$ cat src/rtl/oled_spi_pkg.sv
// -----------------------------------------------------------------------------
// oled_spi_pkg
//  Shared definitions for the SSD1306 4-wire SPI transmit path.
//  Contents:
//   oled_spi_state_t        byte-serialiser FSM states
//   SPI_CPOL / SPI_CPHA     SPI mode 0 (scl idles low, sample on rising edge)
//   DEF_CLK_DIV / DEF_CS_*  default timing parameters for a 16 MHz clk_avr_16
//   max3 / phase_width      sizing helpers for the shared phase counter
// -----------------------------------------------------------------------------
package oled_spi_pkg;

  typedef enum logic [2:0] {
    ST_IDLE   = 3'd0,
    ST_SETUP  = 3'd1,
    ST_BIT_LO = 3'd2,
    ST_BIT_HI = 3'd3,
    ST_HOLD   = 3'd4,
    ST_GAP    = 3'd5
  } oled_spi_state_t;

  // Mode 0: clock idles low, data sampled by the panel on the rising edge.
  localparam logic SPI_CPOL = 1'b0;
  localparam logic SPI_CPHA = 1'b0;

  localparam int DEF_CLK_DIV  = 1;
  localparam int DEF_CS_SETUP = 1;
  localparam int DEF_CS_HOLD  = 1;

  function automatic int max3(input int a, input int b, input int c);
    int m;
    m = (a > b) ? a : b;
    return (m > c) ? m : c;
  endfunction

  // Width needed to hold the longest phase length itself.
  function automatic int phase_width(input int a, input int b, input int c);
    return $clog2(max3(a, b, c) + 1);
  endfunction

endpackage

$ cat src/rtl/oled_spi_phase_ctr.sv
// -----------------------------------------------------------------------------
// oled_spi_phase_ctr
//  Loadable down-counter timing every scl/ss phase of the transmitter.
//  Loading a length L makes tc rise on the L-th cycle after the load, i.e.
//  on the last cycle the FSM spends in that phase. The counter rests at zero
//  (tc=1) between phases; the FSM reloads it on every phase entry.
//  Ports:
//   clk       in   system clock
//   rst_n     in   asynchronous active-low reset
//   load      in   start a new phase this cycle
//   load_val  in   phase length in cycles (>= 1)
//   tc        out  terminal count: current cycle is the last of the phase
// -----------------------------------------------------------------------------
module oled_spi_phase_ctr
  import oled_spi_pkg::*;
#(
  parameter int WIDTH = 1
) (
  input  logic             clk,
  input  logic             rst_n,
  input  logic             load,
  input  logic [WIDTH-1:0] load_val,
  output logic             tc
);

  logic [WIDTH-1:0] count_reg;
  logic [WIDTH-1:0] count_next;

  always_comb begin
    count_next = count_reg;
    if (load) begin
      count_next = load_val - 1'b1;
    end else if (count_reg != '0) begin
      count_next = count_reg - 1'b1;
    end
  end

  always_ff @(posedge clk or negedge rst_n) begin
    if (!rst_n) begin
      count_reg <= '0;
    end else begin
      count_reg <= count_next;
    end
  end

  assign tc = (count_reg == '0);

endmodule

$ cat src/rtl/oled_spi_tx.sv
// -----------------------------------------------------------------------------
// oled_spi_tx
//  Byte-stream SPI master for the SSD1306 4-wire interface (mode 0, MSB first).
//  A one-entry holding register sits in front of the shift register, so the
//  next byte can be accepted while the current one shifts; consecutive bytes
//  of a burst go out back-to-back with ss held low.
//  Parameters:
//   CLK_DIV   scl half-period in clk_avr_16 cycles (>= 1)
//   CS_SETUP  cycles of ss low before the first scl rise of a burst (>= 1)
//   CS_HOLD   cycles after the final scl fall before ss rises (>= 1)
//  Ports:
//   clk_avr_16  in   16 MHz system clock
//   oled_reset  in   asynchronous active-low reset
//   tx_valid    in   byte offered
//   tx_ready    out  holding register empty (accept on tx_valid & tx_ready)
//   tx_data     in   byte to send
//   tx_dc       in   0 = command, 1 = data; travels with its byte
//   tx_last     in   release ss after this byte
//   busy        out  ss asserted or a byte pending
//   ss          out  chip select, active low
//   scl         out  serial clock, idles low
//   mosi        out  serial data
//   dc          out  data/command select
// -----------------------------------------------------------------------------
module oled_spi_tx
  import oled_spi_pkg::*;
#(
  parameter int CLK_DIV  = DEF_CLK_DIV,
  parameter int CS_SETUP = DEF_CS_SETUP,
  parameter int CS_HOLD  = DEF_CS_HOLD
) (
  input  logic       clk_avr_16,
  input  logic       oled_reset,
  input  logic       tx_valid,
  output logic       tx_ready,
  input  logic [7:0] tx_data,
  input  logic       tx_dc,
  input  logic       tx_last,
  output logic       busy,
  output logic       ss,
  output logic       scl,
  output logic       mosi,
  output logic       dc
);

  // ---------------------------------------------------------------------------
  // Elaboration-time parameter checks
  // ---------------------------------------------------------------------------
  if (CLK_DIV < 1) begin : g_bad_clk_div
    $error("oled_spi_tx: CLK_DIV must be >= 1");
  end
  if (CS_SETUP < 1) begin : g_bad_cs_setup
    $error("oled_spi_tx: CS_SETUP must be >= 1");
  end
  if (CS_HOLD < 1) begin : g_bad_cs_hold
    $error("oled_spi_tx: CS_HOLD must be >= 1");
  end
  if (SPI_CPHA != 1'b0) begin : g_bad_cpha
    $error("oled_spi_tx: only CPHA=0 timing is implemented");
  end

  localparam int PH_W = phase_width(CLK_DIV, CS_SETUP, CS_HOLD);
  localparam logic [PH_W-1:0] PH_CLK_DIV  = PH_W'(CLK_DIV);
  localparam logic [PH_W-1:0] PH_CS_SETUP = PH_W'(CS_SETUP);
  localparam logic [PH_W-1:0] PH_CS_HOLD  = PH_W'(CS_HOLD);

  // ---------------------------------------------------------------------------
  // State
  // ---------------------------------------------------------------------------
  oled_spi_state_t state_reg;

  logic       hold_full_reg;
  logic [7:0] hold_data_reg;
  logic       hold_dc_reg;
  logic       hold_last_reg;
  logic       tx_ready_reg;

  logic [7:0] shift_reg;
  logic [7:0] shift_next;
  logic [2:0] bit_cnt_reg;
  logic       cur_last_reg;
  logic       ss_reg;
  logic       scl_reg;
  logic       dc_reg;

  logic       accept;
  logic       byte_done;
  logic       chain_next;
  logic       load_byte;
  logic       hold_full_next;

  logic            ctr_load;
  logic [PH_W-1:0] ctr_val;
  logic            ctr_tc;

  // ---------------------------------------------------------------------------
  // Datapath helpers
  // ---------------------------------------------------------------------------
  // MSB-first shift: bit 7 always holds the bit currently on mosi.
  assign shift_next[0] = 1'b0;
  for (genvar gi = 1; gi < 8; gi++) begin : g_shift
    assign shift_next[gi] = shift_reg[gi-1];
  end

  assign accept     = tx_valid & tx_ready_reg;
  // Last cycle of the high half of bit 0.
  assign byte_done  = (state_reg == ST_BIT_HI) & ctr_tc & (bit_cnt_reg == 3'd0);
  // Continue the burst without releasing ss when a byte is already waiting.
  assign chain_next = byte_done & ~cur_last_reg & hold_full_reg;
  assign load_byte  = ((state_reg == ST_IDLE) & hold_full_reg) | chain_next;

  // A byte accepted while the held one is being loaded simply refills the slot.
  assign hold_full_next = accept | (hold_full_reg & ~load_byte);

  // ---------------------------------------------------------------------------
  // Holding register
  // ---------------------------------------------------------------------------
  always_ff @(posedge clk_avr_16 or negedge oled_reset) begin
    if (!oled_reset) begin
      hold_full_reg <= 1'b0;
      hold_data_reg <= 8'h00;
      hold_dc_reg   <= 1'b0;
      hold_last_reg <= 1'b0;
      tx_ready_reg  <= 1'b1;
    end else begin
      if (accept) begin
        hold_data_reg <= tx_data;
        hold_dc_reg   <= tx_dc;
        hold_last_reg <= tx_last;
      end
      hold_full_reg <= hold_full_next;
      tx_ready_reg  <= ~hold_full_next;
    end
  end

  // ---------------------------------------------------------------------------
  // Phase counter control: reload on every phase entry
  // ---------------------------------------------------------------------------
  always_comb begin
    ctr_load = 1'b0;
    ctr_val  = PH_CLK_DIV;
    case (state_reg)
      ST_IDLE: begin
        if (hold_full_reg) begin
          ctr_load = 1'b1;
          ctr_val  = PH_CS_SETUP;
        end
      end
      ST_SETUP, ST_BIT_LO: begin
        if (ctr_tc) begin
          ctr_load = 1'b1;
        end
      end
      ST_BIT_HI: begin
        if (ctr_tc) begin
          ctr_load = 1'b1;
          if (byte_done & ~chain_next) begin
            ctr_val = PH_CS_HOLD;
          end
        end
      end
      default: begin
        ctr_load = 1'b0;
      end
    endcase
  end

  oled_spi_phase_ctr #(
    .WIDTH (PH_W)
  ) u_phase_ctr (
    .clk      (clk_avr_16),
    .rst_n    (oled_reset),
    .load     (ctr_load),
    .load_val (ctr_val),
    .tc       (ctr_tc)
  );

  // ---------------------------------------------------------------------------
  // Serialiser FSM (all pin outputs registered here)
  // ---------------------------------------------------------------------------
  always_ff @(posedge clk_avr_16 or negedge oled_reset) begin
    if (!oled_reset) begin
      state_reg    <= ST_IDLE;
      shift_reg    <= 8'h00;
      bit_cnt_reg  <= 3'd0;
      cur_last_reg <= 1'b0;
      ss_reg       <= 1'b1;
      scl_reg      <= SPI_CPOL;
      dc_reg       <= 1'b0;
    end else begin
      case (state_reg)
        ST_IDLE: begin
          if (hold_full_reg) begin
            shift_reg    <= hold_data_reg;
            dc_reg       <= hold_dc_reg;
            cur_last_reg <= hold_last_reg;
            bit_cnt_reg  <= 3'd7;
            ss_reg       <= 1'b0;
            state_reg    <= ST_SETUP;
          end
        end
        // The first bit's low phase is the ss setup time itself.
        ST_SETUP, ST_BIT_LO: begin
          if (ctr_tc) begin
            scl_reg   <= 1'b1;
            state_reg <= ST_BIT_HI;
          end
        end
        ST_BIT_HI: begin
          if (ctr_tc) begin
            scl_reg <= 1'b0;
            if (chain_next) begin
              // dc and mosi change together with the falling scl edge.
              shift_reg    <= hold_data_reg;
              dc_reg       <= hold_dc_reg;
              cur_last_reg <= hold_last_reg;
              bit_cnt_reg  <= 3'd7;
              state_reg    <= ST_BIT_LO;
            end else if (byte_done) begin
              // Last byte or underrun: always close the burst.
              state_reg <= ST_HOLD;
            end else begin
              shift_reg   <= shift_next;
              bit_cnt_reg <= bit_cnt_reg - 1'b1;
              state_reg   <= ST_BIT_LO;
            end
          end
        end
        ST_HOLD: begin
          if (ctr_tc) begin
            ss_reg    <= 1'b1;
            state_reg <= ST_GAP;
          end
        end
        ST_GAP: begin
          // Guaranteed ss-high cycle so the panel sees a deselect between bursts.
          state_reg <= ST_IDLE;
        end
        default: begin
          state_reg <= ST_IDLE;
        end
      endcase
    end
  end

  assign tx_ready = tx_ready_reg;
  assign busy     = (state_reg != ST_IDLE) | hold_full_reg;
  assign ss       = ss_reg;
  assign scl      = scl_reg;
  assign mosi     = shift_reg[7];
  assign dc       = dc_reg;

endmodule

$ cat config.mk
export PLATFORM = sky130hd
export DESIGN_NAME = oled_spi_tx
export DESIGN_NICKNAME = d
export VERILOG_FILES = /design/src/rtl/oled_spi_pkg.sv /design/src/rtl/oled_spi_phase_ctr.sv /design/src/rtl/oled_spi_tx.sv
export SDC_FILE = /design/constraint.sdc
export NUM_CORES = 1
export LEC_CHECK = 0
export CAP_MARGIN = 10
export CORE_MARGIN = 1.5
export CORE_UTILIZATION = 41
export DETAILED_ROUTE_END_ITERATION = 10
export PLACE_DENSITY_LB_ADDON = 0.1
export RECOVER_POWER = 25
export SLEW_MARGIN = 10
export SYNTH_ARGS = -nofsm -noshare
export SYNTH_HDL_FRONTEND = slang
export SYNTH_SLANG_ARGS = --single-unit
$ cat constraint.sdc
create_clock -name clk_avr_16 -period 4.36 [get_ports clk_avr_16]
set_input_delay 1.09 -clock clk_avr_16 [delete_from_list [all_inputs] [get_ports clk_avr_16]]
set_output_delay 1.09 -clock clk_avr_16 [all_outputs]
set_load 0.005 [all_outputs]
# ---- Word-level counts from Yosys, hierarchy flattened
# Index checks and enable logic that the tools add are counted.
dict set report word_totals {
  register_bits 31
  input_bits 13
}
dict set report op_classes {
  addsub 2
  n_eq_ne 10
  muxes 35
  bitwise 14
  n_reduce_logical 13
}
# op n
set ops {}
lappend ops {{8-bit 2-to-1 mux} 4}
lappend ops {{3-bit 2-to-1 mux} 10}
lappend ops {{8-bit case mux with 2 select lines} 1}
lappend ops {{1-bit 2-to-1 mux} 13}
lappend ops {{3-bit case mux with 4 select lines} 1}
lappend ops {{4-bit AND reduction} 3}
lappend ops {{2-bit != test, second input constant} 5}
lappend ops {{1-bit case mux with 2 select lines} 5}
lappend ops {{1-bit AND} 7}
lappend ops {{3-bit by 2-bit equality test with 1-bit output, second input constant} 2}
lappend ops {{3-bit zero test} 2}
lappend ops {{3-bit case mux with 2 select lines} 1}
lappend ops {{3-bit AND reduction} 2}
lappend ops {{2-bit nonzero test} 3}
lappend ops {{1-bit NOT} 4}
lappend ops {{3-bit by 1-bit equality test with 1-bit output, second input constant} 1}
lappend ops {{3-bit equality test, second input constant} 1}
lappend ops {{3-bit != test, second input constant} 1}
lappend ops {{1-bit bitwise OR} 3}
lappend ops {{3-bit nonzero test} 1}
lappend ops {{3-bit OR reduction} 1}
lappend ops {{3-bit by 1-bit subtractor with 3-bit output, second input constant} 1}
lappend ops {{2-bit OR reduction} 1}
lappend ops {{1-bit subtractor, second input constant} 1}

# ---- Depth between registers and ports, before layout
# Gate-level depths: netlist of the first run.
dict set report logic_depth {
  word_depth 10
  mapped_depth 6
  mapped_depth_nobuf 6
}

# ---- Hierarchy
# A second synthesis of the first run with hierarchy kept.
dict set report hier_totals {
  hier_cells 120
  area_unflattened_um2 1576.5
}
# module instances cells_each area_each_um2 seq_area_each_um2
set by_module_without_submodules {}
lappend by_module_without_submodules {oled_spi_tx 1 117 1534.0 753.2}
lappend by_module_without_submodules {oled_spi_phase_ctr 1 3 42.5 25.0}

# ---- Least setup slack after synthesis of the first run
# Ideal clock, no wire load.
dict set report synth_path {
  path_kind {register to output}
  startpoint {register state_reg[0]}
  endpoint {output busy}
  arrival_time_ns 1.015
  setup_slack_ns 2.255
  path_stages_with_launch 3
  path_cell_list {dfrtp_1 -> or2_2 -> or3_1}
}
dict set report synth_between {
  elab_chain_cells 2
}
# element line
set synth_lines {}
lappend synth_lines {{start, declared} oled_spi_tx.sv:70} ;# oled_spi_state_t state_reg;
lappend synth_lines {{start signal, assigned} oled_spi_tx.sv:183} ;# state_reg <= ST_IDLE;
lappend synth_lines {{start signal, assigned} oled_spi_tx.sv:199} ;# state_reg <= ST_SETUP;
lappend synth_lines {{start signal, assigned} oled_spi_tx.sv:206} ;# state_reg <= ST_BIT_HI;
lappend synth_lines {{3-bit nonzero test} oled_spi_tx.sv:247} ;# assign busy = (state_reg != ST_IDLE) | hold_full_reg;
lappend synth_lines {{1-bit bitwise OR} oled_spi_tx.sv:247}
lappend synth_lines {{end, declared} oled_spi_tx.sv:39} ;# output logic busy,
# No other way between the ends.

# ---- Worst setup path after layout of the first run
# Same ends and word-level chain as after synthesis.

==> metrics.txt, run 1 <==
PortBufs=18; final WL=~2200 um; status=finished, violations left; I/O pins=19; dpl cell area=roughly 1600 um^2; Vias=~850; Max clock buf depth=2; vias in the first global route=~800; Worst setup SP type=flip-flop; core region area=3100 um^2; Worst Clk Skew=approximately 11 ps; post-synth top area share=about 50%; remaining antenna violation count=0; first-pass GRT wire length=3890 um; Yosys top cell by area=dfrtp_1; leakage dissipation=~0.69 nW; Clock Pin Slew Worst Setup and Hold Paths=about 100 ps; Mapped Cells=102; initial antenna violation count=0; CTS tree=built; via/cell ratio=a little under 5; hold crit path type=reg2reg; Netlist cell types=30; worst skew pair latency=330 ps; GRT overflow=0; Seq cells post-synth=30; Ant. Diodes=0; # DRC=0; TritonRoute pass-1 iters=4; Syn Area/Cell=13.3 um^2; gp weighted congestion=~0.76; Final Max Slew Viols=31; Final HPWL DP=around 1400 um; Worst Path Required=~3300 ps; critical path's top delay family=simple AND/OR/NAND/NOR gates; Initial Util=between 40% and 50%; worst path arrival time=1840 ps; Die W=about 61 um; fin crit period=about 2900 ps; Post-Syn Nets=between 100 and 150; CTS root buf=clkbuf_4; setup violators final=0; number of flops mapped to enable cells by yosys=0; post-CTS sizing=0; clock buffer count from CTS=5; Slew HR=-5.06%; failing checks=max-capacitance violations, max-slew violations; Nets=about 140; P per Cell Area=685 nW/um^2; CP cell instances=or2_2 -> or3_1 -> clkdlybuf4s50_1; crit-path max FO=4; RSZ-0062 raised after global routing=false; cts hold-fix bufs=0; floorplan row count=20; area of the mapped netlist=about 1400 um^2; First DRT Iteration DRCs=34; GRT Util Overall=14.8%; final hold vios=0; Layout area overhead=20.4%; largest net degree at the start of global routing=31; sequential element share of the synthesized area=a little under three fifths; Crit path largest cell delay=between 400 and 500 ps; Crit Path Category=reg2out; Fin Setup TNS=0 ps; final period utilization=approximately two thirds; Max VDD drop=0.000269 V; largest cells by area after synthesis=dfrtp_1, mux2_2, dfstp_2, nand2_1, mux2_4; final instance area=roughly 1600 um^2; Critical Path Sink Type=output pin; worst-margin pin slew=between 1500 and 2000 ps; die area=roughly 3700 um^2; Layout Utilization=52.8%; H-tree levels=2; CTS Sinks=30; fmax=342 MHz; fraction of layout cells with a size suffix above 1=32.3%; Async S/R FF share, synth=between 90% and 100%; Die Span Y=60.6 um; max-cap check violation count=1; setup bufs post-CTS=0; Ys Warns=0; DR WL/cell=12.7 um; Worst path slowest cell=clkdlybuf4s50_1; top_reg_cell synth=dfrtp_1; CP Buf/Inv Count=1
[cells in the mapped netlist, types with 2 or more instances]
cell type / n
a21oi_1: 2
clkbuf_1: 2
dfrtp_1: 28
dfstp_2: 2
ha_1: 2
inv_1: 6
mux2_2: 25
mux2_4: 2
nand2_1: 9
nor2_1: 2
o21ai_0: 2
o21bai_1: 2
[report_power, final]
| group | internal (mW) | total [mW] | switching (mW) |
|---|---|---|---|
| combinational | 0.298 | 0.487 | 0.189 |
| sequential | 0.411 | 0.479 | 0.0682 |
| clock | 0.0642 | 0.157 | 0.0931 |
| total | 0.773 | 1.12 | 0.350 |
[path summary, 6_finish.rpt]
path,slack (ps),depth (start not counted),from,end
setup / recovery,1430,3,state_reg[0],busy
min in group asynchronous,1680,2,oled_reset,hold_full_reg
setup reg to reg,2290,6,bit_cnt_reg[0],dc
hold / removal,470,2,ss,ss
hold reg to reg,470,2,ss,ss
max in group asynchronous,1760,2,oled_reset,hold_data_reg[1]
[logic make-up after synthesis]
kind of cell	after synthesis	synth area share (%)
AOI/OAI and AO/OA	16	10.2
adders and majority gates	2	1.84
buffers and inverters	8	2.21
DFF	30	55.3
muxes	27	22.9
and+or+nand+nor	19	7.54
[worst register-to-register path, cell delays in order (launching register included)]
cell	delay, ps
dfrtp_1	400
inv_1	80
ha_1	240
nand2b_1	190
o31a_1	330
or3b_4	420
mux2_4	310
[layer usage]
metal | wire length, um | up-vias | global-route usage (%)
li1 | - | 410 | -
met3 | 136 | 5 | 5.76
met4 | 48 | 0 | 6.52
met1 | 1000 | 409 | 18.9
met5 | 0 | - | 0
met2 | 975 | 22 | 22.3
[metrics by stage]
| stage | power (mW) | cells | worst slack, ps | hold WS, ps |
|---|---|---|---|---|
| global route | 1.22 | 171 | 1360 | 480 |
| detailed placement | 0.985 | 163 | 1790 | 449 |
| CTS | 1.15 | 171 | 1420 | 465 |
| global placement | 0.970 | 163 | 1820 | 449 |
| finish | 1.12 | 171 | 1430 | 465 |
| floorplan | 0.856 | 102 | 2250 | 448 |
[layout by cell type, fill, tap and decap left out, types with 2 or more instances in the layout]
master           count
ha_1                 2
o21ai_0              2
dfstp_2              2
dfrtp_1             28
clkbuf_4             5
mux2_4               2
clkdlybuf4s50_1     17
clkbuf_1             4
nor2_1               2
mux2_2              25
nand2b_1             2
inv_1                6
nand2_1              9
o21bai_1             2
a21oi_1              2
[area by class of cell]
cell class	instances	area, um^2
Timing Repair Buffer	19	184
Multi-Input combinational cell	64	576
Clock buffer	8	48.8
Sequential cell	30	753
Inverter	6	22.5
Fill cell	322	1460
Tap cell	44	55.1
Note: power is estimated with default switching activity, not from simulation.
==> inputs of run 2 (changes only) <==
==> constraint.sdc (replaced) <==
create_clock -name clk_avr_16 -period 2.65 [get_ports clk_avr_16]
set_input_delay 0.6625 -clock clk_avr_16 [delete_from_list [all_inputs] [get_ports clk_avr_16]]
set_output_delay 0.6625 -clock clk_avr_16 [all_outputs]
set_load 0.005 [all_outputs]
==> run 2 against run 1 <==
Die area unchanged. Routed wire length is 3.9% higher. Combinational power increased by 66%. Sequential share of layout area fell by 1.1 points. Power is 72% higher. Sequential cell count unchanged. Setup slack worse by 1300 ps. The run still ends with max-capacitance violations, max-slew violations left. Largest power group unchanged. Utilization rose by 1.3 points. Clock-buffer cell count is the same.
==> metrics.txt, run 2 (synthesis results as in run 1) <==
CTS Sinks=30; setup bufs post-CTS=0; Slew HR=-7.14%; initial antenna violation count=0; Final Total Pwr=1.93 mW; fin crit period=2490 ps; P per Cell Area=between 1000 and 1500 nW/um^2; worst skew pair latency=around 330 ps; sw power=approximately 0.58 mW; cts hold-fix bufs=0; Final Max Slew Viols=31; DP Cell Count=~160; die area=around 3700 um^2; commonest cells after routing, fill and taps aside=dfrtp_1, mux2_2, clkdlybuf4s50_1; Clock Power Share=17.3%; I/O pins=19; setup violators final=0; Die W=approximately 60 um; Reg area=approximately 750 um^2; fill count=288; hold path start=ss; Vias=roughly 850; final cell count without fillers=172; First DRT Iteration DRCs=between 40 and 50; Critical Path Source=state_reg[0]; cell count of the worst reg-to-reg path=6; Worst setup SP type=flip-flop; Clock Pin Slew Worst Setup and Hold Paths=around 90 ps; Final HPWL DP=1510 um; CTS root buf=clkbuf_4; fraction of layout cells with a size suffix above 1=between 30% and 40%; fmax=between 400 and 500 MHz; RR Endpoint=dc; RSZ-0062 raised after global routing=false; worst hold path depth=2; GRT Util Overall=around 15%; post-place setup slack=about 510 ps; Nets=approximately 140; leakage dissipation=between 0.7 and 0.8 nW; register share of total power=40.8%; gp weighted congestion=between 0.7 and 0.8; Initial Util=between 40% and 50%; # DRC=0; Hold EP=ss; final instance area=roughly 1700 um^2; met3 GRT Util=6.40%; Worst Clk Skew=roughly 2.9 ps; worst r2r src=bit_cnt_reg[0]; DR WL/cell=~13 um; final period utilization=94.1%; Crit Path Category=reg2out; floorplan row count=20; clock buffer count from CTS=5; core region area=approximately 3100 um^2; crit-path max FO=4; max-cap check violation count=1; Max VDD drop=between 0.0005 and 0.0006 V; failing checks=max-capacitance violations, max-slew violations; Layout Utilization=between 50% and 60%; remaining antenna violation count=0; vias in the first global route=~860; Sw Ratio=between 30% and 40%; CTS tree=built; multi-input logic area=roughly 580 um^2; Ant. Diodes=0; final WL=between 2000 and 2500 um; setup slack after layout=around 160 ps; hold crit path type=reg2reg; Critical Path Sink Type=output pin; Fin Setup TNS=0 ps; GR Layer Usage met2=between 20% and 30%; worst-margin pin slew=around 1600 ps; worst path arrival time=around 1800 ps; GRT overflow=0; worst hold margin=~470 ps; dpl cell area=~1600 um^2; Die Span Y=about 61 um; part of the power in combinational logic=approximately two fifths; via/cell ratio=between 4 and 5; post-CTS sizing=0; Max clock buf depth=2; status=finished, violations left; FF-to-FF setup slack=660 ps; internal power=about 1.4 mW; met1 Use GR=between 15 and 20%; final hold vios=0; first-pass GRT wire length=just under 4000 um; most used routing layer=met2; commonest non-fill, non-tap cell in the layout=dfrtp_1; Worst Path Required=just under 2000 ps; TritonRoute pass-1 iters=3; largest net degree at the start of global routing=31; Layout area overhead=23.3%; PortBufs=18; H-tree levels=2
run 2: cell types whose count changed in the layout (fill, tap and decap cells not counted), sizes merged:
cell  change
buf       +1
run 2: routing by layer:
layer	vias up	part of all wire (%)	routed length, um
met5	-	0	0
met4	0	2.1	47
met3	7	5.2	118
met2	19	48	1080
met1	406	45	1010
li1	414	-	-
run 2: worst max-delay path by stage:
stage                         endpoint  depth (start not counted)
after detailed placement          busy                          3
final                             busy                          3
after global placement            busy                          3
after CTS                         busy                          3
after floorplan           cur_last_reg                          6
after global routing              busy                          3
run 2: worst max-delay path, stage by stage, from the launching register on:
cell	delay [ps]
dfrtp_1	420
or2_2	310
or3_1	320
clkdlybuf4s50_1	450
run 2: power groups by stage:
stage               combinational (mW)  sequential [mW]  clock, mW
floorplan                        0.636            0.772          0
global placement                 0.809            0.789          0
CTS                              0.835            0.790      0.352
finish                           0.810            0.788      0.335
detailed placement               0.829            0.800          0
global route                     0.905            0.819      0.372
run 2: area by class of cell:
type	count	share of cell area, %
sequential	30	44.9
multi-input combinational	64	34.4
timing repair buffer	20	11.4
clock buffer	8	4.69
tap	44	3.28
inverter	6	1.34
